<file path="src/rtl/alu_pkg.sv">
// Shared definitions for the execute-stage controller and the 8-bit ALU:
// mode encodings, controller state encoding and carry-update selection.
package alu_pkg;

  localparam logic [2:0] ALU_ADD = 3'b000;
  localparam logic [2:0] ALU_SUB = 3'b001;
  localparam logic [2:0] ALU_INC = 3'b010;
  localparam logic [2:0] ALU_DEC = 3'b011;
  localparam logic [2:0] ALU_AND = 3'b100;
  localparam logic [2:0] ALU_OR  = 3'b101;
  localparam logic [2:0] ALU_XOR = 3'b110;
  localparam logic [2:0] ALU_CMP = 3'b111;

  typedef enum logic [1:0] {
    StIdle    = 2'd0,
    StIssue   = 2'd1,
    StCapture = 2'd2
  } exec_state_e;

  // Modes whose carry/borrow is architecturally visible; logic ops leave C untouched.
  function automatic logic is_arith(input logic [2:0] mode);
    logic res;
    case (mode)
      ALU_ADD, ALU_SUB, ALU_INC, ALU_DEC, ALU_CMP: res = 1'b1;
      ALU_AND, ALU_OR, ALU_XOR:                    res = 1'b0;
      default:                                     res = 1'b0;
    endcase
    return res;
  endfunction

endpackage

</file>
<file path="src/rtl/reg_file.sv">
// General-purpose register file: one synchronous write port, two operand read
// ports and one debug read port, all reads combinational.
module reg_file #(
  parameter int unsigned N    = 8,
  parameter int unsigned NREG = 4,
  localparam int unsigned RW  = $clog2(NREG)
) (
  input  logic          clk_i,
  input  logic          rst_ni,
  input  logic          we_i,
  input  logic [RW-1:0] waddr_i,
  input  logic [N-1:0]  wdata_i,
  input  logic [RW-1:0] raddr_a_i,
  output logic [N-1:0]  rdata_a_o,
  input  logic [RW-1:0] raddr_b_i,
  output logic [N-1:0]  rdata_b_o,
  input  logic [RW-1:0] dbg_addr_i,
  output logic [N-1:0]  dbg_data_o
);

  logic [N-1:0] regs_q [NREG];

  always_ff @(posedge clk_i or negedge rst_ni) begin
    if (!rst_ni) begin
      regs_q <= '{default: '0};
    end else if (we_i) begin
      regs_q[waddr_i] <= wdata_i;
    end
  end

  assign rdata_a_o  = regs_q[raddr_a_i];
  assign rdata_b_o  = regs_q[raddr_b_i];
  assign dbg_data_o = regs_q[dbg_addr_i];

endmodule

</file>
<file path="src/rtl/alu_exec_ctrl.sv">
// Execute-stage controller: accepts decoded instructions, drives the ALU for one
// cycle, writes the result back and maintains the architectural Z/C flags.
module alu_exec_ctrl
  import alu_pkg::*;
#(
  parameter int unsigned N    = 8,
  parameter int unsigned NREG = 4,
  localparam int unsigned RW  = $clog2(NREG)
) (
  input  logic          clk,
  input  logic          rst_n,
  input  logic          instr_valid,
  output logic          instr_ready,
  input  logic          instr_ldi,
  input  logic [2:0]    instr_mode,
  input  logic [RW-1:0] instr_rd,
  input  logic [RW-1:0] instr_rs,
  input  logic [N-1:0]  instr_imm,
  output logic          alu_enable,
  output logic [2:0]    alu_mode,
  output logic [N-1:0]  alu_a,
  output logic [N-1:0]  alu_b,
  input  logic [N-1:0]  alu_out,
  input  logic          alu_carry,
  output logic          flag_zero,
  output logic          flag_carry,
  output logic          exec_done,
  input  logic [RW-1:0] dbg_addr,
  output logic [N-1:0]  dbg_data
);

  // Reset asserts asynchronously but is released on a clock edge.
  logic [1:0] rst_sync_q;
  logic       rst_int_n;

  always_ff @(posedge clk or negedge rst_n) begin
    if (!rst_n) rst_sync_q <= '0;
    else        rst_sync_q <= {rst_sync_q[0], 1'b1};
  end

  assign rst_int_n = rst_sync_q[1];

  exec_state_e   state_q, state_d;
  logic [2:0]    mode_q, mode_d;
  logic [RW-1:0] rd_q, rd_d;
  logic [N-1:0]  a_q, a_d, b_q, b_d;
  logic          z_q, z_d, c_q, c_d;
  logic          ldi_done_q, ldi_done_d;

  logic          accept, capture;
  logic          rf_we;
  logic [RW-1:0] rf_waddr;
  logic [N-1:0]  rf_wdata, rf_a, rf_b;

  assign accept  = instr_valid & instr_ready;
  assign capture = (state_q == StCapture);

  // LDI writes on accept and ALU writeback happens in CAPTURE; never both at once.
  assign rf_we    = (accept & instr_ldi) | (capture & (mode_q != ALU_CMP));
  assign rf_waddr = capture ? rd_q : instr_rd;
  assign rf_wdata = capture ? alu_out : instr_imm;

  reg_file #(
    .N    (N),
    .NREG (NREG)
  ) u_reg_file (
    .clk_i      (clk),
    .rst_ni     (rst_int_n),
    .we_i       (rf_we),
    .waddr_i    (rf_waddr),
    .wdata_i    (rf_wdata),
    .raddr_a_i  (instr_rd),
    .rdata_a_o  (rf_a),
    .raddr_b_i  (instr_rs),
    .rdata_b_o  (rf_b),
    .dbg_addr_i (dbg_addr),
    .dbg_data_o (dbg_data)
  );

  always_ff @(posedge clk or negedge rst_int_n) begin
    if (!rst_int_n) begin
      state_q    <= StIdle;
      mode_q     <= '0;
      rd_q       <= '0;
      a_q        <= '0;
      b_q        <= '0;
      z_q        <= 1'b0;
      c_q        <= 1'b0;
      ldi_done_q <= 1'b0;
    end else begin
      state_q    <= state_d;
      mode_q     <= mode_d;
      rd_q       <= rd_d;
      a_q        <= a_d;
      b_q        <= b_d;
      z_q        <= z_d;
      c_q        <= c_d;
      ldi_done_q <= ldi_done_d;
    end
  end

  always_comb begin
    state_d = state_q;
    case (state_q)
      StIdle:    if (accept && !instr_ldi) state_d = StIssue;
      StIssue:   state_d = StCapture;
      StCapture: state_d = StIdle;
      default:   state_d = StIdle;
    endcase
  end

  always_comb begin
    mode_d     = mode_q;
    rd_d       = rd_q;
    a_d        = a_q;
    b_d        = b_q;
    z_d        = z_q;
    c_d        = c_q;
    ldi_done_d = 1'b0;
    if (accept) begin
      if (instr_ldi) begin
        ldi_done_d = 1'b1;
      end else begin
        mode_d = instr_mode;
        rd_d   = instr_rd;
        a_d    = rf_a;
        b_d    = ((instr_mode == ALU_INC) || (instr_mode == ALU_DEC)) ? '0 : rf_b;
      end
    end
    if (capture) begin
      // CMP compares the latched operands directly; the ALU's own zero flag is unused.
      z_d = (mode_q == ALU_CMP) ? (a_q == b_q) : (alu_out == '0);
      if (is_arith(mode_q)) c_d = alu_carry;
    end
  end

  always_comb begin
    instr_ready = (state_q == StIdle);
    alu_enable  = (state_q == StIssue);
    exec_done   = ldi_done_q | capture;
  end

  assign alu_mode   = mode_q;
  assign alu_a      = a_q;
  assign alu_b      = b_q;
  assign flag_zero  = z_q;
  assign flag_carry = c_q;

endmodule

</file>
<file path="config.mk">
export PLATFORM = sky130hd
export DESIGN_NAME = alu_exec_ctrl
export DESIGN_NICKNAME = d
export VERILOG_FILES = /design/src/rtl/alu_pkg.sv /design/src/rtl/reg_file.sv /design/src/rtl/alu_exec_ctrl.sv
export SDC_FILE = /design/constraint.sdc
export NUM_CORES = 1
export LEC_CHECK = 0
export CAP_MARGIN = 40
export CORE_MARGIN = 2
export CORE_UTILIZATION = 55
export CTS_CLUSTER_DIAMETER = 30
export DETAILED_ROUTE_END_ITERATION = 6
export GPL_TIMING_DRIVEN = 1
export PLACE_DENSITY_LB_ADDON = 0.2
export REMOVE_ABC_BUFFERS = 1
export SETUP_SLACK_MARGIN = 0.5
export SYNTH_ARGS = -nofsm -noshare
export SYNTH_HDL_FRONTEND = slang
export SYNTH_SLANG_ARGS = --single-unit
</file>
<file path="constraint.sdc">
create_clock -name clk -period 3 [get_ports clk]
set_input_delay 0.75 -clock clk [delete_from_list [all_inputs] [get_ports clk]]
set_output_delay 0.75 -clock clk [all_outputs]
set_load 0.005 [all_outputs]
</file>
**Word-level counts from Yosys, hierarchy flattened**

Memory sizes are Yosys's and may differ from the RTL's.
Index checks and enable logic that the tools add are counted.

- Bits in registers: 60
- ROM bits: 8
- Input bits: 30
- Output and inout port bits: 32
- Logic and storage cells: 66
- Memories kept: 1

Memories:

| name | depth | width | rd ports | clocked after memory_dff | write ports | RTL line | text |
|---|---|---|---|---|---|---|---|
| (no name shown) | 8 | 1 | 1 | 0 | 0 | alu_pkg.sv:23 | `case (mode)` |

- $lt $le $gt $ge: 5
- Equal/unequal tests: 8
- Mux-type cells: 21
- Bitwise operators: 10
- Reductions and logical operators: 8

Operators by type and width:

| kind | count |
|---|---|
| 2-to-1 mux 8 bit | 9 |
| binary-select mux 8 bit (select 2 bit) | 3 |
| bitwise mux 32 bit | 1 |
| demux 8 bit (select 2 bit) | 1 |
| >= comparator 3 bit (second input constant) | 4 |
| NOT 2 -> 3 bit | 4 |
| == test 8 bit | 1 |
| logical NOT 8 bit | 1 |
| == test 3 x 2 -> 1 bit (second input constant) | 2 |
| 2-to-1 mux 1 bit | 4 |
| 2-to-1 mux 2 bit | 2 |
| case mux 2 bit (2 select lines) | 1 |
| AND reduction 2 bit | 2 |
| AND 1 bit | 3 |
| == test 3 bit (second input constant) | 1 |
| < comparator 3 x 1 -> 1 bit (second input constant) | 1 |
| inequality test 3 bit (second input constant) | 1 |
| == test 2 x 1 -> 1 bit (second input constant) | 1 |
| == test 2 bit (second input constant) | 1 |
| logical AND 1 bit | 2 |
| logical NOT 2 bit | 1 |
| inequality test 2 x 1 -> 1 bit (second input constant) | 1 |
| bitwise OR 1 bit | 2 |
| logical NOT 1 bit | 1 |
| 2 further kinds | 2 |

**Logic depth before layout (Yosys ltp)**

Gate-level depths: netlist of run 1.

- Word-level depth: 8
- Mapped depth: 6
- Gate-level depth less buffers: 5

**Modules after synthesis**

From an unflattened synthesis of run 1, not the netlist that was laid out.

- Cells, all modules: 258
- Area total of the unflattened synthesis: 3,105.5 µm²

Modules (own cells, without submodules):

| module | times used | cells each | area an instance (µm²) | sequential area each (µm²) |
|---|---|---|---|---|
| reg_file | 1 | 98 | 1,779.2 | 800.8 |
| alu_exec_ctrl | 1 | 160 | 1,326.3 | 700.7 |

**Worst setup path before layout of run 1**

Ideal clock, no wire load.

- Kind: input to output
- From: input port dbg_addr[0]
- To: output port dbg_data[0]
- Arrival: 1,510 ps
- Data required time: 2,250 ps
- Path slack: 740 ps
- Stages: 2
- Path buffers: 1
- Path through: buf_2 -> mux4_2

- Cells in the longest elaborated chain, start to end: 4

RTL lines:

| item | RTL line | text |
|---|---|---|
| from (decl) | alu_exec_ctrl.sv:28 | `input logic [RW-1:0] dbg_addr,` |
| NOT 2 -> 3 bit (not written as such) | reg_file.sv:33 | `assign dbg_data_o = regs_q[dbg_addr_i];` |
| binary-select mux 8 bit (select 2 bit) | reg_file.sv:33 |  |
| 2-to-1 mux 8 bit (not written as such) (2 in series) | reg_file.sv:33 |  |
| to (decl) | alu_exec_ctrl.sv:29 | `output logic [N-1:0] dbg_data` |

Every way passes these cells. The select of a mux whose other input is x is not followed.

**Final worst setup path of run 1**

- From: input port dbg_addr[0]
- To: output port dbg_data[6]

The elaborated chain is that of the path after synthesis.

==> impl_metrics.env, run 1 <==
export IMPL_wl_met3_um=495
export IMPL_core_mm2=0.00551
export IMPL_drt_total_wl_um=7410
export IMPL_p_leak_nw=1.78
export IMPL_worst_endpoint_arrival_ns=1.72
export IMPL_drc=0
export IMPL_grt_overflow_total=0
export IMPL_cts_tree="built"
export IMPL_die_x_um=79.3
export IMPL_synth_largest_area_cell="dfrtp_1"
export IMPL_critPathKind="in -> out"
export IMPL_power_w=0.00316
export IMPL_io_pins=62
export IMPL_yosysTopAreaCellShare=0.481
export IMPL_diodes=0
export IMPL_grt_pass1_vias=2352
export IMPL_slew_headroom=0.570
export IMPL_cts_buffer_depth=2
export IMPL_hold_violations=0
export IMPL_yosysWarnings=0
export IMPL_crit_path_start_kind="input pin"
export IMPL_ys_ff_latch=60
export IMPL_grt_antenna_before_repair=0
export IMPL_fin_setup_tns_ns=0
export IMPL_grt_max_degree=31
export IMPL_grt_total_usage=0.262
export IMPL_final_max_slew_violation_count=0
export IMPL_viasPerCell=5.76
export IMPL_cts_sinks=60
export IMPL_worst_endpoint_required_ns=2.25
export IMPL_top_layer_used="met4"
export IMPL_drt_pass1_iterations=4
export IMPL_netlist_instances=254
export IMPL_setup_viol=0
export IMPL_p_comb_frac=0.340
export IMPL_postSynthAreaPerCell_um2=12.3
export IMPL_start_util=0.566
export IMPL_syn_area_mm2=0.00312
export IMPL_ys_top_cells_by_area="dfrtp_1 48%, mux4_2 17%, mux2_2 11%"
export IMPL_timing_final_crit_share=0.822
export IMPL_drive_gt1_frac=0.288
export IMPL_max_cap_violations=0
export IMPL_port_buffer_count=61
export IMPL_die_h_um=79.3
export IMPL_rsz0062_at_grt="no"
export IMPL_fin_skew_ns=0.00644
export IMPL_area_delta_synth_final_pct=29.8
export IMPL_power_frac_seq=0.441
export IMPL_cp_end_kind="primary output"
export IMPL_clkPwrFrac=0.219
export IMPL_dieArea_mm2=0.00629
export IMPL_worst_slew_pin_slew_ns=0.645
export IMPL_clkLatencyLatePin_ns=0.34
export IMPL_fin_crit_ns=2.47
export IMPL_dr_total_vias=2316
export IMPL_drt_initial_drc_count=131
export IMPL_p_per_area_mw_per_mm2=780
export IMPL_power_switching_w=0.000962
export IMPL_fmax_mhz=405
export IMPL_gp_congestion=0.874
export IMPL_ir_drop_uv=420
export IMPL_p_int_w=0.00219
export IMPL_outcome="complete, no violations"
export IMPL_cts_reportedPaths_clkPinSlew_ns=0.07
export IMPL_hold_path_class="reg -> async"
export IMPL_cts_max_level=3
export IMPL_dr_wl_met2_um=3680
export IMPL_wire_per_inst_um=18.4
export IMPL_grt_first_pass_wirelength_um=12300
export IMPL_drtAntennaViolNets=0
export IMPL_root_buffer="clkbuf_8"
export IMPL_dp_hpwl_um=5370
export IMPL_synth_cell_types=32
export IMPL_cts_buffers_inserted=9
export IMPL_std_cell_rows=27
export IMPL_num_fill_cells=382
export IMPL_fin_nets=356
export IMPL_wl_met1_um=3190
export IMPL_switching_share=0.305
export IMPL_synth_yosys_seq_area_share=0.481
export IMPL_final_util=0.735
export IMPL_crit_fanout=3
-- sequential cells by signal (all words and copies together) (netlist names) --
name / flops
ldi_done_q: 1
u_reg_file.regs_q: 32
rst_sync_q: 2
alu_mode: 3
alu_b: 8
flag_carry: 1
flag_zero: 1
alu_a: 8
rd_q: 2
state_q: 2
-- worst max-delay path, stage by stage --
cell	delay (ns)
buf_2	0.11
buf_6	0.11
buf_6	0.10
mux4_2	0.50
buf_2	0.15
-- cell type report --
class,instances,area [µm²],area share
clock buffer,14,183,0.0451
clock inverter,1,5.00,0.00124
inverter,10,37.5,0.00927
multi-input combinational,173,1540,0.380
sequential,60,1500,0.371
tap,72,90.1,0.0223
timing repair buffer,72,691,0.171
-- timing repair --
action | in CTS | in global routing
buffers inserted | 2 | 0
gates resized for setup | 33 | 0
endpoints found under the setup margin | 9 | 0
hold buffers | 0 | 0
hold endpoints to repair | 0 | 0
-- per-stage QoR --
stage,hold slack [ns],instance area [µm²],setup WS (ns),std cells
after detailed placement,0.312,3840,-0.142,385
after CTS,0.311,4050,0.535,402
final,0.295,4050,0.534,402
after global placement,0.309,3840,-0.132,385
after floorplan,0.331,3070,0.917,243
after global routing,0.344,4050,0.513,402
-- path summary, 6_finish.rpt --
check | cells past startpoint | endpoint | start | slack [ns]
worst max-delay path | 5 | dbg_data[6] | dbg_addr[0] | 0.53
worst min-delay path | 0 | u_reg_file.regs_q[3] | rst_sync_q[1] | 0.30
worst max register to register | 4 | u_reg_file.regs_q[24] | state_q[0] | 1.00
worst min register to register | 0 | u_reg_file.regs_q[3] | rst_sync_q[1] | 0.30
max in group asynchronous | 1 | alu_b[5] | rst_sync_q[1] | 1.88
min in group clk | 0 | rst_sync_q[1] | rst_sync_q[0] | 0.38
-- power by group through the flow --
stage	Combinational, W	Clock (W)	Sequential (W)
2_1_floorplan	0.000629	0	0.00132
3_3_place_gp	0.00107	0	0.00138
3_5_place_dp	0.00110	0	0.00140
4_1_cts	0.00108	0.000700	0.00139
5_1_grt	0.00117	0.000731	0.00143
6_report	0.00107	0.000693	0.00139
-- layout by cell type, fill, tap and decap left out, types with 2 or more instances in the layout --
cell	n
clkdlybuf4s50_1	51
mux2_1	2
nor2b_1	2
buf_6	5
dfrtp_1	59
buf_2	4
mux4_2	24
mux2_2	31
o21ai_0	9
nand3_1	2
nand2_1	71
buf_4	6
nand4_1	3
nor3_4	2
nand3_2	2
nor4_1	2
clkdlybuf4s15_1	5
inv_1	10
xnor2_1	8
clkbuf_8	13
-- synth_stat cells (all sizes together) --
library cell,instances
a21o,1
a21oi,2
and2b,1
and4bb,1
buf,7
clkbuf,4
conb,1
dfrtp,60
inv,10
mux2,34
mux2i,2
mux4,24
nand2,71
nand2b,2
nand3,4
nand3b,1
nand4,3
nor2,1
nor2b,2
nor3,2
nor4,2
o21ai,10
or4,1
xnor2,8
-- per-layer routing --
layer	up-vias	GRT usage
met4	0	0.100
li1	1044	-
met5	-	0
met2	95	0.415
met3	5	0.0466
met1	1172	0.367
-- cells by family (layout without fill, tap and decap cells) --
kind of cell,after synthesis,count (layout),share of synthesized area
and+or+nand+nor,91,91,0.138
muxes,60,60,0.308
DFF,60,60,0.481
buffers and inverters,21,97,0.0269
AOI/OAI and AO/OA,13,13,0.0229
xor gates and xnor gates,8,8,0.0225
other,1,1,0.00120
Note: power is estimated with default switching activity, not from simulation.
==> inputs of run 2 (changes only) <==
--- a/config.mk
+++ b/config.mk
@@ -7,7 +7,7 @@
 export LEC_CHECK = 0
 export CAP_MARGIN = 40
 export CORE_MARGIN = 2
-export CORE_UTILIZATION = 55
+export CORE_UTILIZATION = 47
 export CTS_CLUSTER_DIAMETER = 30
 export DETAILED_ROUTE_END_ITERATION = 6
 export GPL_TIMING_DRIVEN = 1
==> constraint.sdc (replaced) <==
create_clock -name clk -period 2.1 [get_ports clk]
set_input_delay 0.525 -clock clk [delete_from_list [all_inputs] [get_ports clk]]
set_output_delay 0.525 -clock clk [all_outputs]
set_load 0.005 [all_outputs]
==> run 2 against run 1 <==
Against the previous run: routed wire length grew 13%; worst setup slack lost 0.42 ns; worst hold slack lost 0.082 ns; via count grew 7.9%; first-iteration DRC count grew 31%; critical path depth is the same; cell count grew 16%; register-to-register slack lost 0.69 ns; critical endpoint unchanged; highest routed layer unchanged.
==> impl_metrics.env, run 2 (synthesis results as in run 1) <==
export IMPL_die_h_um=85.5
export IMPL_fin_crit_ns=1.99
export IMPL_fin_skew_ns=0.0111
export IMPL_drt_total_wl_um=8340
export IMPL_num_fill_cells=466
export IMPL_hold_path_class="reg -> async"
export IMPL_core_mm2=0.00639
export IMPL_stdcell_count=467
export IMPL_largest_reg_flops=32
export IMPL_regMostFlops="u_reg_file.regs_q"
export IMPL_clkLatencyLatePin_ns=0.35
export IMPL_hold_violations=0
export IMPL_dieArea_mm2=0.00730
export IMPL_worst_endpoint_required_ns=1.57
export IMPL_fin_area_mm2=0.00463
export IMPL_setup_viol=0
export IMPL_cts_hold_buf=0
export IMPL_cp_end_kind="primary output"
export IMPL_final_common_cell="nand2_1"
export IMPL_place_area_mm2=0.00397
export IMPL_rsz0062_at_grt="yes"
export IMPL_layout_common_cells="71 x nand2_1, 58 x dfrtp_1, 51 x buf_4"
export IMPL_power_w=0.00503
export IMPL_gp_congestion=0.759
export IMPL_drt_initial_drc_count=171
export IMPL_grt_first_pass_wirelength_um=13700
export IMPL_diodes=0
export IMPL_outcome="complete, no violations"
export IMPL_grt_max_degree=23
export IMPL_fmax_mhz=504
export IMPL_drtAntennaViolNets=0
export IMPL_grt_total_usage=0.253
export IMPL_std_cell_rows=29
export IMPL_grt_antenna_before_repair=0
export IMPL_max_cap_violations=0
export IMPL_multiInputGateArea_mm2=0.00164
export IMPL_placed_cells=401
export IMPL_cts_buffers_inserted=9
export IMPL_cts_sinks=60
export IMPL_worst_endpoint_arrival_ns=1.46
export IMPL_post_place_ws_ns=-0.590
export IMPL_timing_final_crit_share=0.946
export IMPL_ff_latch_area_mm2=0.00150
export IMPL_root_buffer="clkbuf_8"
export IMPL_critPathKind="in -> out"
export IMPL_dr_total_vias=2499
export IMPL_crit_fanout=8
export IMPL_start_util=0.488
export IMPL_dp_hpwl_um=5540
export IMPL_die_x_um=85.5
export IMPL_wire_per_inst_um=17.9
export IMPL_cts_max_level=3
export IMPL_cts_buffer_depth=2
export IMPL_p_leak_nw=2.24
export IMPL_drt_pass1_iterations=4
export IMPL_cts_reportedPaths_clkPinSlew_ns=0.07
export IMPL_grt_overflow_total=0
export IMPL_crit_path_start_kind="input pin"
export IMPL_drc=0
export IMPL_viasPerCell=5.35
export IMPL_finalWorstSetupSlack_ns=0.114
export IMPL_port_buffer_count=61
export IMPL_cts_tree="built"
export IMPL_ir_drop_uv=673
export IMPL_area_delta_synth_final_pct=48.5
export IMPL_grt_pass1_vias=2586
export IMPL_io_pins=62
export IMPL_fin_nets=415
export IMPL_drive_gt1_frac=0.441
export IMPL_r2r_setup_slack_ns=0.31
export IMPL_p_per_area_mw_per_mm2=1090
export IMPL_final_max_slew_violation_count=0
[run 2: changes by cell type in the layout (fill, tap and decap cells not counted), moves of 11 or more]
| cell | previous run | this run |
|---|---|---|
| dlygate4sd2_1 | 1 | 26 |
| mux2_2 | 31 | 16 |
| clkdlybuf4s50_1 | 51 | 23 |
| mux2_4 | 1 | 18 |
| buf_4 | 6 | 51 |
| buf_6 | 5 | 16 |
[run 2: repair_timing]
item / 4_1_cts / 5_1_grt
pin swaps: 4 / 2
endpoints found under the hold margin: 0 / 0
resized for setup: 111 / 9
setup endpoints to repair: 79 / 49
buffers inserted: 43 / 7
[run 2: routing by layer]
| layer | wire length, µm | part of all wire | global-route usage |
|---|---|---|---|
| met2 | 4160 | 0.50 | 0.411 |
| met4 | 120 | 0.014 | 0.0952 |
| met5 | 0 | 0 | 0 |
| met3 | 477 | 0.057 | 0.0486 |
| met1 | 3590 | 0.43 | 0.341 |
[run 2: layout make-up]
class / instances / share of cell area
multi-input cells: 173 / 0.354
repair buffers: 131 / 0.249
flip-flops and latches: 60 / 0.325
inverters: 10 / 0.00811
well taps: 77 / 0.0208
clock buffers: 11 / 0.0327
clock inverters: 5 / 0.0108
[run 2: path summary, 6_finish.rpt]
path                               start                    end  cells after the start
max                          dbg_addr[0]            dbg_data[6]                      5
min in group clk           rst_sync_q[0]          rst_sync_q[1]                      0
max reg2reg                   state_q[1]  u_reg_file.regs_q[13]                      6
max in group asynchronous  rst_sync_q[1]               alu_a[4]                      1
min                        rst_sync_q[1]  u_reg_file.regs_q[14]                      0
min reg2reg                rst_sync_q[1]  u_reg_file.regs_q[14]                      0
[run 2: critical path, cell delays in order]
cell and delay [ns]:
buf_6 0.07, buf_12 0.12, buf_6 0.10, mux4_2 0.49
buf_2 0.14
[run 2: where the power goes]
part | switching, W | internal, W
combinational | 0.000737 | 0.00135
clock | 0.000459 | 0.000604
sequential | 0.000317 | 0.00156
total | 0.00151 | 0.00351
[run 2: metrics by stage]
step                setup TNS (ns)   util  hold WS (ns)
finish                           0  0.725         0.214
global placement             -6.03  0.621         0.226
CTS                              0  0.713         0.224
detailed placement           -6.57  0.621         0.225
global route                     0  0.725         0.268
floorplan                        0      -         0.229
==> inputs of run 3 (changes only) <==
--- a/config.mk
+++ b/config.mk
@@ -6,9 +6,12 @@
 export NUM_CORES = 1
 export LEC_CHECK = 0
 export CAP_MARGIN = 40
+export CELL_PAD_IN_SITES_DETAIL_PLACEMENT = 2
+export CELL_PAD_IN_SITES_GLOBAL_PLACEMENT = 2
 export CORE_MARGIN = 2
-export CORE_UTILIZATION = 47
+export CORE_UTILIZATION = 31
 export CTS_CLUSTER_DIAMETER = 30
+export CTS_CLUSTER_SIZE = 28
 export DETAILED_ROUTE_END_ITERATION = 6
 export GPL_TIMING_DRIVEN = 1
 export PLACE_DENSITY_LB_ADDON = 0.2
==> run 3 against run 2 <==
Against the previous run: cell count increased by 10%; clock-buffer cell count up 2; flip-flop and latch count stayed put; routed wire length up 24%; sequential share of layout area shrank 0.22 points; die area up 49%; critical path type unchanged; critical endpoint unchanged; largest cell class unchanged.
==> impl_metrics.env, run 3 (synthesis results as in run 1) <==
export IMPL_outcome="complete, no violations"
export IMPL_holdWs_ns=0.0836
export IMPL_gp_congestion=0.748
export IMPL_dieArea_mm2=0.0109
export IMPL_layout_common_cells="71 x nand2_1, 58 x dfrtp_1, 45 x buf_4"
export IMPL_fin_nets=409
export IMPL_fin_skew_ns=0.00872
export IMPL_critPathLaunch="dbg_addr[0]"
export IMPL_hold_violations=0
export IMPL_die_x_um=104
export IMPL_ir_drop_uv=359
export IMPL_grt_overflow_total=0
export IMPL_drtAntennaViolNets=0
export IMPL_crit_path_start_kind="input pin"
export IMPL_start_util=0.319
export IMPL_worst_endpoint_required_ns=1.57
export IMPL_cts_buffer_depth=2
export IMPL_stdcell_count=516
export IMPL_cts_sinks=60
export IMPL_area_delta_synth_final_pct=49.5
export IMPL_std_cell_rows=36
export IMPL_cp_end_kind="primary output"
export IMPL_drt_total_wl_um=10400
export IMPL_p_leak_nw=2.20
export IMPL_crit_fanout=8
export IMPL_placed_cells=455
export IMPL_dr_total_vias=2564
export IMPL_regMostFlops="u_reg_file.regs_q"
export IMPL_grt_antenna_before_repair=0
export IMPL_setup_viol=0
export IMPL_rsz0062_at_grt="yes"
export IMPL_cts_tree="built"
export IMPL_max_cap_violations=0
export IMPL_drive_gt1_frac=0.428
export IMPL_cts_reportedPaths_clkPinSlew_ns=0.07
export IMPL_wire_per_inst_um=20.1
export IMPL_io_pins=62
export IMPL_drc=0
export IMPL_viasPerCell=4.97
export IMPL_hold_path_class="reg -> async"
export IMPL_largest_reg_flops=32
export IMPL_grt_total_usage=0.200
export IMPL_num_fill_cells=1021
export IMPL_clkLatencyLatePin_ns=0.34
export IMPL_critPathKind="in -> out"
export IMPL_worst_endpoint_arrival_ns=1.48
export IMPL_timing_final_crit_share=0.952
export IMPL_fmax_mhz=500
export IMPL_diodes=0
export IMPL_grt_first_pass_wirelength_um=16500
export IMPL_r2r_start="state_q[1]"
export IMPL_dp_hpwl_um=6750
export IMPL_drt_pass1_iterations=4
export IMPL_cts_max_level=3
export IMPL_fin_crit_ns=2.00
export IMPL_port_buffer_count=61
export IMPL_root_buffer="clkbuf_8"
export IMPL_core_mm2=0.00977
export IMPL_grt_max_degree=55
export IMPL_drt_initial_drc_count=76
export IMPL_final_max_slew_violation_count=0
export IMPL_cts_hold_buf=0
export IMPL_cts_buffers_inserted=9
export IMPL_die_h_um=104
export IMPL_final_common_cell="nand2_1"
export IMPL_p_per_area_mw_per_mm2=1060
export IMPL_grt_pass1_vias=2895
run 3: cell types whose count changed in the layout (fill, tap and decap cells not counted), moves of 2 or more:
cell and delta:
clkinv_2 -2, buf_4 -6, buf_12 +5, dlygate4sd2_1 -3, clkbuf_2 +2, buf_6 -5, clkbuf_1 +2, o21ai_1 +6
o21ai_0 -6
run 3: worst paths after layout:
check                      cells past startpoint  slack, ns                    end
hold reg to reg                                0       0.08  u_reg_file.regs_q[29]
min in group clk                               0       0.35          rst_sync_q[1]
setup / recovery                               5        0.1            dbg_data[6]
hold / removal                                 0       0.08  u_reg_file.regs_q[29]
max in group asynchronous                      1       1.50               alu_a[4]
setup reg to reg                               6       0.25   u_reg_file.regs_q[3]
run 3: repair_timing:
action                     CTS  global route
pin swaps                    4             2
setup endpoints to repair   79            64
setup buffers               35            11
gates resized for setup    109            16
run 3: routing by layer:
metal / wire length (µm) / GRT usage
met1: 4570 / 0.247
met2: 5270 / 0.347
met5: 0 / 0
met4: 159 / 0.0724
met3: 374 / 0.0382
run 3: report_power, final:
| part | leakage [nW] | internal (W) | switching [W] |
|---|---|---|---|
| clock network | 0.0893 | 0.000484 | 0.000465 |
| registers | 0.739 | 0.00156 | 0.000327 |
| logic | 1.37 | 0.00131 | 0.000796 |
| total | 2.20 | 0.00335 | 0.00159 |
run 3: final cells by class:
class	instances	area [µm²]	share of cell area
Tap cell	133	166	0.0357
Sequential cell	60	1500	0.323
Timing Repair Buffer	125	1140	0.245
Multi-Input combinational cell	173	1640	0.352
Inverter	10	37.5	0.00805
Clock buffer	13	159	0.0341
Clock inverter	2	10.0	0.00215
run 3: worst max-delay path: stages:
cell and delay (ns):
buf_6 0.07, buf_12 0.12, buf_6 0.10, mux4_2 0.50
buf_2 0.15
run 3: metrics by stage:
| step | setup TNS (ns) | power, W | cell area, µm² | setup slack, ns | util |
|---|---|---|---|---|---|
| final | 0 | 0.00494 | 4660 | 0.0999 | 0.477 |
| after global placement | -6.80 | 0.00359 | 4090 | -0.610 | 0.418 |
| after floorplan | 0 | 0.00278 | 3070 | 0.242 | - |
| after detailed placement | -7.02 | 0.00368 | 4090 | -0.628 | 0.418 |
| after global routing | 0 | 0.00526 | 4660 | 0.0723 | 0.477 |
| after CTS | 0 | 0.00482 | 4560 | 0.0935 | 0.467 |
